<file path="src/rtl/pfd_tdc_lock_detect.sv">
// rtl/pfd_tdc_lock_detect.sv - PFD up/dn pulse-width TDC with hysteretic lock detector
// Measures signed up/dn pulse widths in clk_i cycles and qualifies lock from the samples.
module pfd_tdc_lock_detect #(
  parameter int Width       = 12,
  parameter int QuietCycles = 64,
  parameter int LockTol     = 2,
  parameter int UnlockTol   = 8,
  parameter int LockCount   = 16
) (
  input  logic                    clk_i,
  input  logic                    rst_ni,
  input  logic                    en_i,
  input  logic                    up_i,
  input  logic                    dn_i,
  output logic signed [Width-1:0] tau_o,
  output logic                    tau_valid_o,
  output logic                    tau_sat_o,
  output logic                    locked_o
);

  localparam int QW = $clog2(QuietCycles);
  localparam int GW = $clog2(LockCount + 1);
  localparam logic signed [Width:0] SumMax = {2'b00, {(Width-1){1'b1}}};
  localparam logic signed [Width:0] SumMin = -SumMax;

  typedef enum logic {IDLE, PULSE} state_t;

  logic [1:0] up_sync, dn_sync;
  logic       up_s, dn_s, active;
  assign up_s   = up_sync[1];
  assign dn_s   = dn_sync[1];
  assign active = up_s | dn_s;

  always_ff @(posedge clk_i) begin
    if (!rst_ni) begin
      up_sync <= '0;
      dn_sync <= '0;
    end else begin
      up_sync <= {up_sync[0], up_i};
      dn_sync <= {dn_sync[0], dn_i};
    end
  end

  state_t                    state_q, state_d;
  logic signed [Width-1:0]   acc_q, acc_d, emit_tau;
  logic                      sat_q, sat_d, emit, emit_sat;
  logic [QW-1:0]             quiet_q, quiet_d;
  logic [GW-1:0]             good_q, good_d;
  logic                      locked_d;
  logic signed [1:0]         delta;
  logic signed [Width:0]     sum;
  logic [Width-1:0]          mag;

  always_comb begin
    delta = 2'sd0;
    if (up_s && !dn_s)      delta = 2'sd1;
    else if (dn_s && !up_s) delta = -2'sd1;
  end

  assign sum = {acc_q[Width-1], acc_q} + {{(Width-1){delta[1]}}, delta};

  always_comb begin
    state_d  = state_q;
    acc_d    = acc_q;
    sat_d    = sat_q;
    quiet_d  = quiet_q;
    emit     = 1'b0;
    emit_tau = '0;
    emit_sat = 1'b0;
    case (state_q)
      IDLE: begin
        if (active) begin
          state_d = PULSE;
          acc_d   = {{(Width-2){delta[1]}}, delta};
          sat_d   = 1'b0;
          quiet_d = '0;
        end else if (quiet_q == QW'(QuietCycles - 1)) begin
          emit    = 1'b1;
          quiet_d = '0;
        end else begin
          quiet_d = quiet_q + QW'(1);
        end
      end
      PULSE: begin
        if (active) begin
          if (sum > SumMax) begin
            acc_d = SumMax[Width-1:0];
            sat_d = 1'b1;
          end else if (sum < SumMin) begin
            acc_d = SumMin[Width-1:0];
            sat_d = 1'b1;
          end else begin
            acc_d = sum[Width-1:0];
          end
        end else begin
          emit     = 1'b1;
          emit_tau = acc_q;
          emit_sat = sat_q;
          state_d  = IDLE;
          quiet_d  = '0;
        end
      end
      default: state_d = IDLE;
    endcase
  end

  // Saturation keeps tau_o away from the most negative code, so negation cannot overflow.
  assign mag = tau_o[Width-1] ? (~tau_o + Width'(1)) : tau_o;

  always_comb begin
    good_d   = good_q;
    locked_d = locked_o;
    if (tau_valid_o) begin
      if (mag <= Width'(LockTol) && !tau_sat_o) begin
        good_d = (good_q == GW'(LockCount)) ? good_q : good_q + GW'(1);
        if (good_d == GW'(LockCount)) locked_d = 1'b1;
      end else if (mag > Width'(UnlockTol) || tau_sat_o) begin
        good_d   = '0;
        locked_d = 1'b0;
      end else begin
        good_d = '0;
      end
    end
  end

  always_ff @(posedge clk_i) begin
    if (!rst_ni) begin
      state_q     <= IDLE;
      acc_q       <= '0;
      sat_q       <= 1'b0;
      quiet_q     <= '0;
      good_q      <= '0;
      locked_o    <= 1'b0;
      tau_o       <= '0;
      tau_valid_o <= 1'b0;
      tau_sat_o   <= 1'b0;
    end else if (!en_i) begin
      state_q     <= IDLE;
      acc_q       <= '0;
      sat_q       <= 1'b0;
      quiet_q     <= '0;
      good_q      <= '0;
      locked_o    <= 1'b0;
      tau_valid_o <= 1'b0;
      tau_sat_o   <= 1'b0;
    end else begin
      state_q     <= state_d;
      acc_q       <= acc_d;
      sat_q       <= sat_d;
      quiet_q     <= quiet_d;
      good_q      <= good_d;
      locked_o    <= locked_d;
      tau_valid_o <= emit;
      if (emit) begin
        tau_o     <= emit_tau;
        tau_sat_o <= emit_sat;
      end
    end
  end

endmodule

</file>
<file path="config.mk">
export PLATFORM = sky130hd
export DESIGN_NAME = pfd_tdc_lock_detect
export DESIGN_NICKNAME = d
export VERILOG_FILES = /design/src/rtl/pfd_tdc_lock_detect.sv
export SDC_FILE = /design/constraint.sdc
export NUM_CORES = 1
export LEC_CHECK = 0
export ABC_AREA = 1
export BUFFER_PORTS_ARGS = -buffer_cell sky130_fd_sc_hd__buf_2
export CAP_MARGIN = 20
export CORE_MARGIN = 10
export CORE_UTILIZATION = 55
export CTS_BUF_LIST = sky130_fd_sc_hd__clkbuf_16
export CTS_CLUSTER_DIAMETER = 60
export CTS_CLUSTER_SIZE = 12
export DETAILED_ROUTE_END_ITERATION = 7
export GPL_TIMING_DRIVEN = 0
export PLACE_DENSITY = 0.73
export SYNTH_ARGS = -nofsm -noshare
export SYNTH_HDL_FRONTEND = slang
export SYNTH_SLANG_ARGS = --single-unit
</file>
<file path="constraint.sdc">
create_clock -name clk_i -period 3.1 [get_ports clk_i]
set_clock_uncertainty 0.05 [all_clocks]
set_input_delay 0.31 -clock clk_i [delete_from_list [all_inputs] [get_ports clk_i]]
set_output_delay 0.31 -clock clk_i [all_outputs]
set_load 0.01 [all_outputs]
</file>
==> metrics.yaml, run 1 <==
cts.clk_slew.worst_paths_ps: 60
drt-vias-per-instance: 5.30
whs_ps: 159
cts_buffers: 5
path_max_fanout: 10
stdcell_area_mm2: 0.00351
drtIter0Drc: 283
ctsResizeCount: 0
track_usage_pct: 18.1
r2r_end: "acc_q[2]$_SDFFE_PN0P_"
min_from: "dn_i"
cts_setup_buffers: 0
grt_pass1_wl_mm: 13.7
maxCapViolations: 0
r2r_slack_ps: 300
boundaryPins: 20
hold_depth: 3
drc_errors: 0
cts_hold_buffers: 0
rows: 27
dp_hpwl_mm: 6.28
first_global_vias: 3077
firstDrtPassIters: 5
cpMaxStageDelayCell: "dfxtp_1"
path_delay_family: "simple AND/OR/NAND/NOR gates"
hp-class: "in -> reg"
ys_seq_area_share_pct: 27.9
dp_cells: 611
final_cell_mix: "170 x nand2_1, 70 x inv_1, 50 x nand3_1"
h-tree-depth: 2
cts_tree: "done"
via_count: 3281
drt_wl_total_mm: 7.84
synth_cells: 520
crit_chain: "inv_2 > ha_4 > buf_6 > nor2_2 > nor2_4 > ha_1 > or2_2 > a21oi_1 > nand3_1 > nor2_1 > nand3_1 > nor2_1 > nand2_1 > nand2_1 > nand2_1 > buf_6 > nand3_1 > nand2_1 > nand2_1 > nand2_1"
tightestPinTransition_ps: 567
crit_type: "reg -> reg"
cp.arrival_ps: 2920
grt_max_degree: 15
synth-async-reset-ratio_pct: 0
synth_edf_count: 0
crit_path_start_kind: "register"
ys_warn_count: 0
final.setup.tns_ps: 0
leakage_nw: 1.67
synth_cell_types: 31
synth-main-ff-cell: "dfxtp_1"
portBuffers: 19
overflow: 0
avgSynthCellArea_um2: 6.06
ys_ff_latch: 44
worstPathRequired_ps: 3220
slew_headroom_pct: 62.2
dieWidth_um: 95.7
hold_violations: 0
start_util_pct: 56.9
path_buf_inv: 3
clock-root-buffer: "clkbuf_16"
antenna_found_initial: 0
rsz0062_at_grt: "no"
period_minus_slack_ps: 2800
place_area_mm2: 0.00334
slowest_delay_ps: 320
r2r_start: "up_sync[1]$_SDFF_PN0_"
rr_worst_depth: 20
p_per_area_mw_per_mm2: 359
finalNonFillerCells: 619
gp_congestion: 0.910
setup_viol: 0
antenna_cells: 0
post-route-period-util_pct: 90.2
dieHeight_um: 95.7
detail-route-antenna-nets: 0
final_common_cell: "nand2_1"
critPathCaptureType: "register"
fin_nets: 560
syn-cell-area_mm2: 0.00315
clk_latency_ps: 280
wl_per_cell_um: 12.7
hold-path-endpoint: "dn_sync[0]$_SDFF_PN0_"
die_area_mm2: 0.00916
worst_path_most_repeated_cell: "nand2_1"
status: "finished clean"
cts_buffer_depth: 2
syn_to_final_growth_pct: 11.3
syn_nets: 534
ir_worst_vdd_mv: 0.322
max_freq_mhz: 357
layout-drive-gt1-share_pct: 11.9
fp.coreArea_mm2: 0.00554
clock_sinks: 44
slew_viol_final: 0
[cell families after synthesis]
group | count (synthesis) | share of synthesized area (%)
xor+xnor | 11 | 3.29
simple gates | 302 | 41.8
fa+ha+maj | 9 | 3.57
buf+inv | 92 | 11.8
flops | 44 | 27.9
compound gates | 62 | 11.6
[tightest hold or removal path: stages]
cell,delay [ps]
buf_2,70
nand2_1,40
inv_1,40
[registers in the layout, indices dropped and copies added, names as in the netlist]
name / count
acc_q: 12
tau_o: 12
quiet_q: 6
good_q: 5
dn_sync: 2
up_sync: 2
locked_o: 1
sat_q: 1
state_q: 1
tau_sat_o: 1
tau_valid_o: 1
[layer usage]
layer,GRT usage (%),share of wire (%),vias up
li1,-,-,1701
met3,2.96,5.0,9
met1,23.7,46,1498
met5,0,0,-
met2,30.8,48,73
met4,3.44,1.0,0
[power breakdown]
part	switching [mW]	leakage [nW]	internal [mW]
combinational	0.110	1.24	0.0551
clock	0.215	0.0736	0.297
sequential	0.00803	0.356	0.575
[synth_stat cells, drive strengths merged, types with 4 or more instances]
cell type	n	area (µm²)
a211oi	12	90.1
buf	6	48.8
a31oi	8	50.1
nand3	51	260
ha	9	113
inv	75	282
nand3b	4	30.0
nor2	52	228
nor3	4	20.0
nand4	10	68.8
o21ai	15	75.1
a21oi	25	133
xor2	9	86.3
clkbuf	10	37.5
nand2	179	699
dfxtp	44	881
[through the flow]
stage / util [%] / total power [mW] / setup slack, ps
after CTS: 62.8 / 1.26 / 152
after floorplan: - / 0.715 / 534
final: 63.4 / 1.26 / 303
after detailed placement: 60.3 / 0.756 / 162
after global routing: 63.4 / 1.32 / 21.8
after global placement: 60.3 / 0.751 / 244
[final cells by class]
type / instances / area (µm²)
fillers: 549 / 2030
multi-input cells: 384 / 1930
flip-flops and latches: 44 / 882
inverters: 76 / 285
clock buffers: 5 / 125
repair buffers: 19 / 95.1
well taps: 72 / 90.1
plain buffers: 16 / 86.3
clock inverters: 3 / 18.8
[worst max-delay path by stage]
stage | from | endpoint | slack [ps] | depth (start not counted)
finish | up_sync[1]$_SDFF_PN0_ | acc_q[2]$_SDFFE_PN0P_ | 300 | 20
global route | up_sync[1]$_SDFF_PN0_ | acc_q[9]$_SDFFE_PN0P_ | 20 | 20
CTS | up_sync[1]$_SDFF_PN0_ | acc_q[2]$_SDFFE_PN0P_ | 150 | 20
detailed placement | up_sync[1]$_SDFF_PN0_ | acc_q[2]$_SDFFE_PN0P_ | 160 | 20
global placement | up_sync[1]$_SDFF_PN0_ | acc_q[9]$_SDFFE_PN0P_ | 240 | 20
floorplan | up_sync[1]$_SDFF_PN0_ | acc_q[7]$_SDFFE_PN0P_ | 530 | 20
Power figures use the tool's default switching activity.
==> inputs of run 2 (changes only) <==
ABC_AREA = default   (was 1)
==> run 2 against run 1 <==
  * The run now ends with setup timing left
  * Via count grew 6.5%
  * Die area up 2.3%
  * Combinational power about the same
  * Critical path type unchanged
==> metrics.yaml, run 2 <==
status: "finished with violations"
violations: "setup timing"
die_area_mm2: 0.00937
pwr-share-clk_pct: 45.4
grt_pass1_wl_mm: 15.5
ir_worst_vdd_mv: 0.364
fillCellCount: 494
synth_top_family_by_area: "simple AND/OR/NAND/NOR gates"
antenna_found_initial: 0
cts_buffers: 5
p_switching_uw: 345
drt_wl_total_mm: 10.0
whs_ps: 177
synthMuxAreaShare_pct: 1.43
setup_viol: 10
hold_violations: 0
synth-async-reset-ratio_pct: 0
worstPathRequired_ps: 3230
fp.coreArea_mm2: 0.00561
gp_congestion: 0.947
clk_latency_ps: 300
overflow: 0
synthTopCellsByArea: "dfxtp_1 27%, a21oi_1 5.1%, ha_1 3.5%, nand3_1 3.4%, nor2_1 3.4%"
slew_headroom_pct: 44.4
clock-root-buffer: "clkbuf_16"
synth-compound-area-share_pct: 28.3
crit_path_start_kind: "register"
via_count: 3493
post-route-period-util_pct: 120
synthTopCellsByCount: "44 x dfxtp_1, 33 x a21oi_1, 29 x nor2_1"
boundaryPins: 20
internal_power_mw: 1.01
detail-route-antenna-nets: 0
synth_edf_count: 0
rows: 27
final_common_cell: "dfxtp_1"
drtIter0Drc: 508
fin_nets: 469
synth_xor_area_share_pct: 3.78
final_cell_mix: "42 x dfxtp_1, 33 x a21oi_1, 29 x nor2_1"
seq_power_share_pct: 42.5
synth_fa_ha_area_share_pct: 3.47
cts_tree: "done"
maxCapViolations: 0
drc_errors: 0
dp_slack_ps: -1100
layout-drive-gt1-share_pct: 17.8
path_max_fanout: 10
cts_buffer_depth: 2
post-route-util_pct: 69.3
slew_viol_final: 0
hp-class: "in -> reg"
ys_seq_area_share_pct: 27.2
cp.arrival_ps: 3850
avgSynthCellArea_um2: 7.84
antenna_cells: 0
syn_to_final_growth_pct: 19.8
pwr-share-comb_pct: 12.1
dieHeight_um: 96.8
dp_hpwl_mm: 6.69
rsz0062_at_grt: "yes"
ys_warn_count: 0
max_freq_mhz: 269
tightestPinTransition_ps: 828
ys_ff_latch: 44
setup_ws_ps: -620
leakage_nw: 1.50
synth-simple-area-share_pct: 29.4
portBuffers: 19
cts_hold_buffers: 0
yosysMostFrequentCell: "dfxtp_1"
dieWidth_um: 96.8
synth_cell_types: 66
grt_max_degree: 15
syn-cell-area_mm2: 0.00324
clock_sinks: 44
yosysTopAreaCellShare_pct: 27.2
yosysTopAreaCell: "dfxtp_1"
p_per_area_mw_per_mm2: 350
wl_per_cell_um: 19.0
h-tree-depth: 2
track_usage_pct: 18.9
synth_cells: 414
first_global_vias: 3143
syn_nets: 428
cts.clk_slew.worst_paths_ps: 60
drt-vias-per-instance: 6.62
critPathCaptureType: "register"
p_sw_share_pct: 25.4
start_util_pct: 57.9
synth-main-ff-cell: "dfxtp_1"
period_minus_slack_ps: 3720
top_regs: "acc_q (12), tau_o (12), quiet_q (6)"
crit_type: "reg -> reg"
firstDrtPassIters: 5
[run 2: layout make-up]
type / count / area [µm²] / share of cell area, %
inverter: 20 / 75.1 / 1.93
buffer: 30 / 163 / 4.19
tap: 72 / 90.1 / 2.32
clock buffer: 5 / 125 / 3.22
timing repair buffer: 35 / 219 / 5.63
clock inverter: 3 / 42.5 / 1.09
sequential: 44 / 883 / 22.7
multi-input combinational: 319 / 2290 / 58.9
[run 2: worst paths after layout]
kind	start	end	slack, ps	cells past startpoint
worst min register to register	up_sync[0]$_SDFF_PN0_	up_sync[1]$_SDFF_PN0_	390	1
worst max register to register	acc_q[1]$_SDFFE_PN0P_	acc_q[1]$_SDFFE_PN0P_	-620	12
worst max-delay path	acc_q[1]$_SDFFE_PN0P_	acc_q[1]$_SDFFE_PN0P_	-620	12
worst min-delay path	dn_i	dn_sync[0]$_SDFF_PN0_	180	2
[run 2: stage by stage]
step	instance area (µm²)	std cells	total power [mW]	setup TNS, ps
after floorplan	3290	414	0.693	-4330
after global placement	3480	505	0.724	-10270
after detailed placement	3480	505	0.727	-11210
after CTS	3720	521	1.34	-5600
after global routing	3890	528	1.39	-6450
final	3890	528	1.36	-5490
[run 2: kinds of logic (layout without fill, tap and decap cells)]
family	Yosys count	after routing
AO/OA/AOI/OAI	131	131
XOR/XNOR	14	14
adder cells (fa/ha/maj)	9	9
buffers and inverters	51	93
flip-flops	44	44
multiplexers	4	4
AND/OR/NAND/NOR	161	161
[run 2: worst max-delay path, stage by stage, from the launching register on]
cell       delay [ps]
dfxtp_1           540
clkbuf_4          330
xor2_4            170
ha_4              210
o22ai_4            90
nor4_4            270
buf_4             190
mux2_4            310
or3_4             350
a2111oi_4         430
nand4_4           170
and2_4            210
a221o_1           290
[run 2: layer usage]
metal | up-vias | track usage (%) | routed length [µm]
met5 | - | 0 | 0
met3 | 36 | 4.47 | 1100
met4 | 0 | 5.75 | 282
met1 | 1613 | 25.5 | 4260
li1 | 1636 | - | -
met2 | 208 | 28.9 | 4390
[run 2: timing repair]
action                     CTS  global route
setup endpoints to repair   13            14
pin swaps                    8            10
gates resized for setup      8            16
setup buffers                9             7
cloned                       0             0
[run 2: power groups by stage]
stage          Sequential [mW]  Clock (mW)  Combinational [mW]
3_3_place_gp             0.590           0               0.134
6_report                 0.578       0.617               0.164
5_1_grt                  0.579       0.635               0.176
3_5_place_dp             0.591           0               0.137
2_1_floorplan            0.589           0               0.104
4_1_cts                  0.578       0.616               0.145
==> inputs of run 3 (changes only) <==
CORE_UTILIZATION = 60   (was 55)
PLACE_DENSITY = 0.79   (was 0.73)
==> run 3 against run 2 <==
  * The flow still finishes with violations (setup timing)
  * Final area grew 2.3%
  * Clock power decreased by 5.2%
  * Largest power group unchanged
  * Critical endpoint is now acc_q[2]$_SDFFE_PN0P_
  * Global-route usage grew 1.7 points
  * Die area shrank 6.6%
  * Sequential share of layout area is 0.47 points lower
  * Sequential power about the same
==> metrics.yaml, run 3 (same netlist as run 2, synthesis figures left out) <==
status: "finished with violations"
violations: "setup timing"
layout-drive-gt1-share_pct: 20.5
dp_hpwl_mm: 6.52
cts_tree: "done"
antenna_cells: 0
r2r_start: "up_sync[1]$_SDFF_PN0_"
first_global_vias: 3146
place_area_mm2: 0.00348
stdcell_area_mm2: 0.00397
clock_sinks: 44
grt_max_degree: 14
fin_nets: 476
crit_start: "up_sync[1]$_SDFF_PN0_"
syn_to_final_growth_pct: 22.5
antenna_found_initial: 0
final_cell_mix: "41 x dfxtp_1, 32 x a21oi_1, 29 x nor2_1"
dieWidth_um: 93.5
dieHeight_um: 93.5
p_per_area_mw_per_mm2: 337
worstPathRequired_ps: 3210
setup_viol: 10
die_area_mm2: 0.00875
rr_worst_depth: 15
leakage_nw: 1.54
p_switching_uw: 320
track_usage_pct: 20.6
p_sw_share_pct: 23.9
overflow: 0
ir_worst_vdd_mv: 0.295
start_util_pct: 62.7
clock-root-buffer: "clkbuf_16"
h-tree-depth: 2
cts_buffers: 5
cts.clk_slew.worst_paths_ps: 60
firstDrtPassIters: 7
detail-route-antenna-nets: 0
boundaryPins: 20
gp_congestion: 0.941
maxCapViolations: 0
dp_cells: 503
crit_type: "reg -> reg"
seq_power_share_pct: 43.2
slew_viol_final: 0
period_minus_slack_ps: 3400
cts_buffer_depth: 2
via_count: 3537
min_from: "dn_i"
hold_depth: 2
drc_errors: 0
hp-class: "in -> reg"
rsz0062_at_grt: "yes"
fillCellCount: 370
fp.coreArea_mm2: 0.00517
hold_violations: 0
drtIter0Drc: 366
max_freq_mhz: 294
pwr-share-comb_pct: 13.0
drt_wl_total_mm: 9.60
post-route-period-util_pct: 110
clk_latency_ps: 290
internal_power_mw: 1.02
setup_ws_ps: -302
crit_path_start_kind: "register"
drt-vias-per-instance: 6.64
finalNonFillerCells: 533
pwr-share-clk_pct: 43.7
slew_headroom_pct: 49.4
wl_per_cell_um: 18.0
critPathCaptureType: "register"
portBuffers: 19
grt_pass1_wl_mm: 15.1
top_regs: "acc_q (12), tau_o (12), quiet_q (6)"
tightestPinTransition_ps: 753
final_common_cell: "dfxtp_1"
cp.arrival_ps: 3520
cts_hold_buffers: 0
path_max_fanout: 4
rows: 26
==> run 3: per-stage QoR <==
step | hold slack [ps] | setup TNS, ps | power, mW | util, % | setup slack (ps)
floorplan | 362 | -4330 | 0.693 | - | -562
global placement | 368 | -9580 | 0.724 | 67.2 | -980
detailed placement | 377 | -9860 | 0.727 | 67.2 | -1010
CTS | 182 | -4550 | 1.31 | 72.4 | -521
global route | 187 | -3440 | 1.37 | 76.8 | -395
finish | 187 | -2390 | 1.34 | 76.8 | -302
==> run 3: path summary, 6_finish.rpt <==
path / to / slack, ps
hold / removal: dn_sync[0]$_SDFF_PN0_ / 190
setup / recovery: acc_q[2]$_SDFFE_PN0P_ / -300
hold reg to reg: up_sync[1]$_SDFF_PN0_ / 380
setup reg to reg: acc_q[2]$_SDFFE_PN0P_ / -300
==> run 3: cell type report <==
| class | instances | area [µm²] | share of cell area (%) |
|---|---|---|---|
| Buffer | 29 | 156 | 3.94 |
| Clock buffer | 5 | 125 | 3.15 |
| Clock inverter | 3 | 38.8 | 0.976 |
| Inverter | 20 | 75.1 | 1.89 |
| Multi-Input combinational cell | 319 | 2320 | 58.4 |
| Sequential cell | 44 | 885 | 22.3 |
| Tap cell | 70 | 87.6 | 2.20 |
| Timing Repair Buffer | 43 | 287 | 7.21 |
==> run 3: critical path, stage by stage, from the launching register on <==
cell and delay, ps:
dfxtp_2 320, inv_2 50, ha_4 160, buf_8 120
buf_8 130, xor2_4 150, ha_4 190, buf_4 130
buf_4 130, a21oi_1 190, xnor2_1 130, a2111oi_1 580
and4b_1 330, nand4_4 120, and2_4 190, a221o_1 310
==> run 3: metal layers <==
| layer | GRT usage [%] | wire (µm) | vias to the layer above |
|---|---|---|---|
| li1 | - | - | 1663 |
| met5 | 0 | 0 | - |
| met3 | 5.68 | 890 | 31 |
| met1 | 27.1 | 4150 | 1650 |
| met4 | 6.33 | 242 | 0 |
| met2 | 32.0 | 4310 | 193 |
==> run 3: repair_timing <==
item,CTS,global route
setup buffers,11,14
hold endpoints to repair,0,0
pin swaps,10,19
gates resized for setup,9,33
setup endpoints to repair,13,13
==> run 3: power groups by stage <==
stage / registers, mW / logic, mW / clock network [mW]
floorplan: 0.589 / 0.104 / 0
global placement: 0.590 / 0.134 / 0
detailed placement: 0.591 / 0.137 / 0
CTS: 0.578 / 0.147 / 0.589
global route: 0.579 / 0.186 / 0.609
finish: 0.578 / 0.174 / 0.585
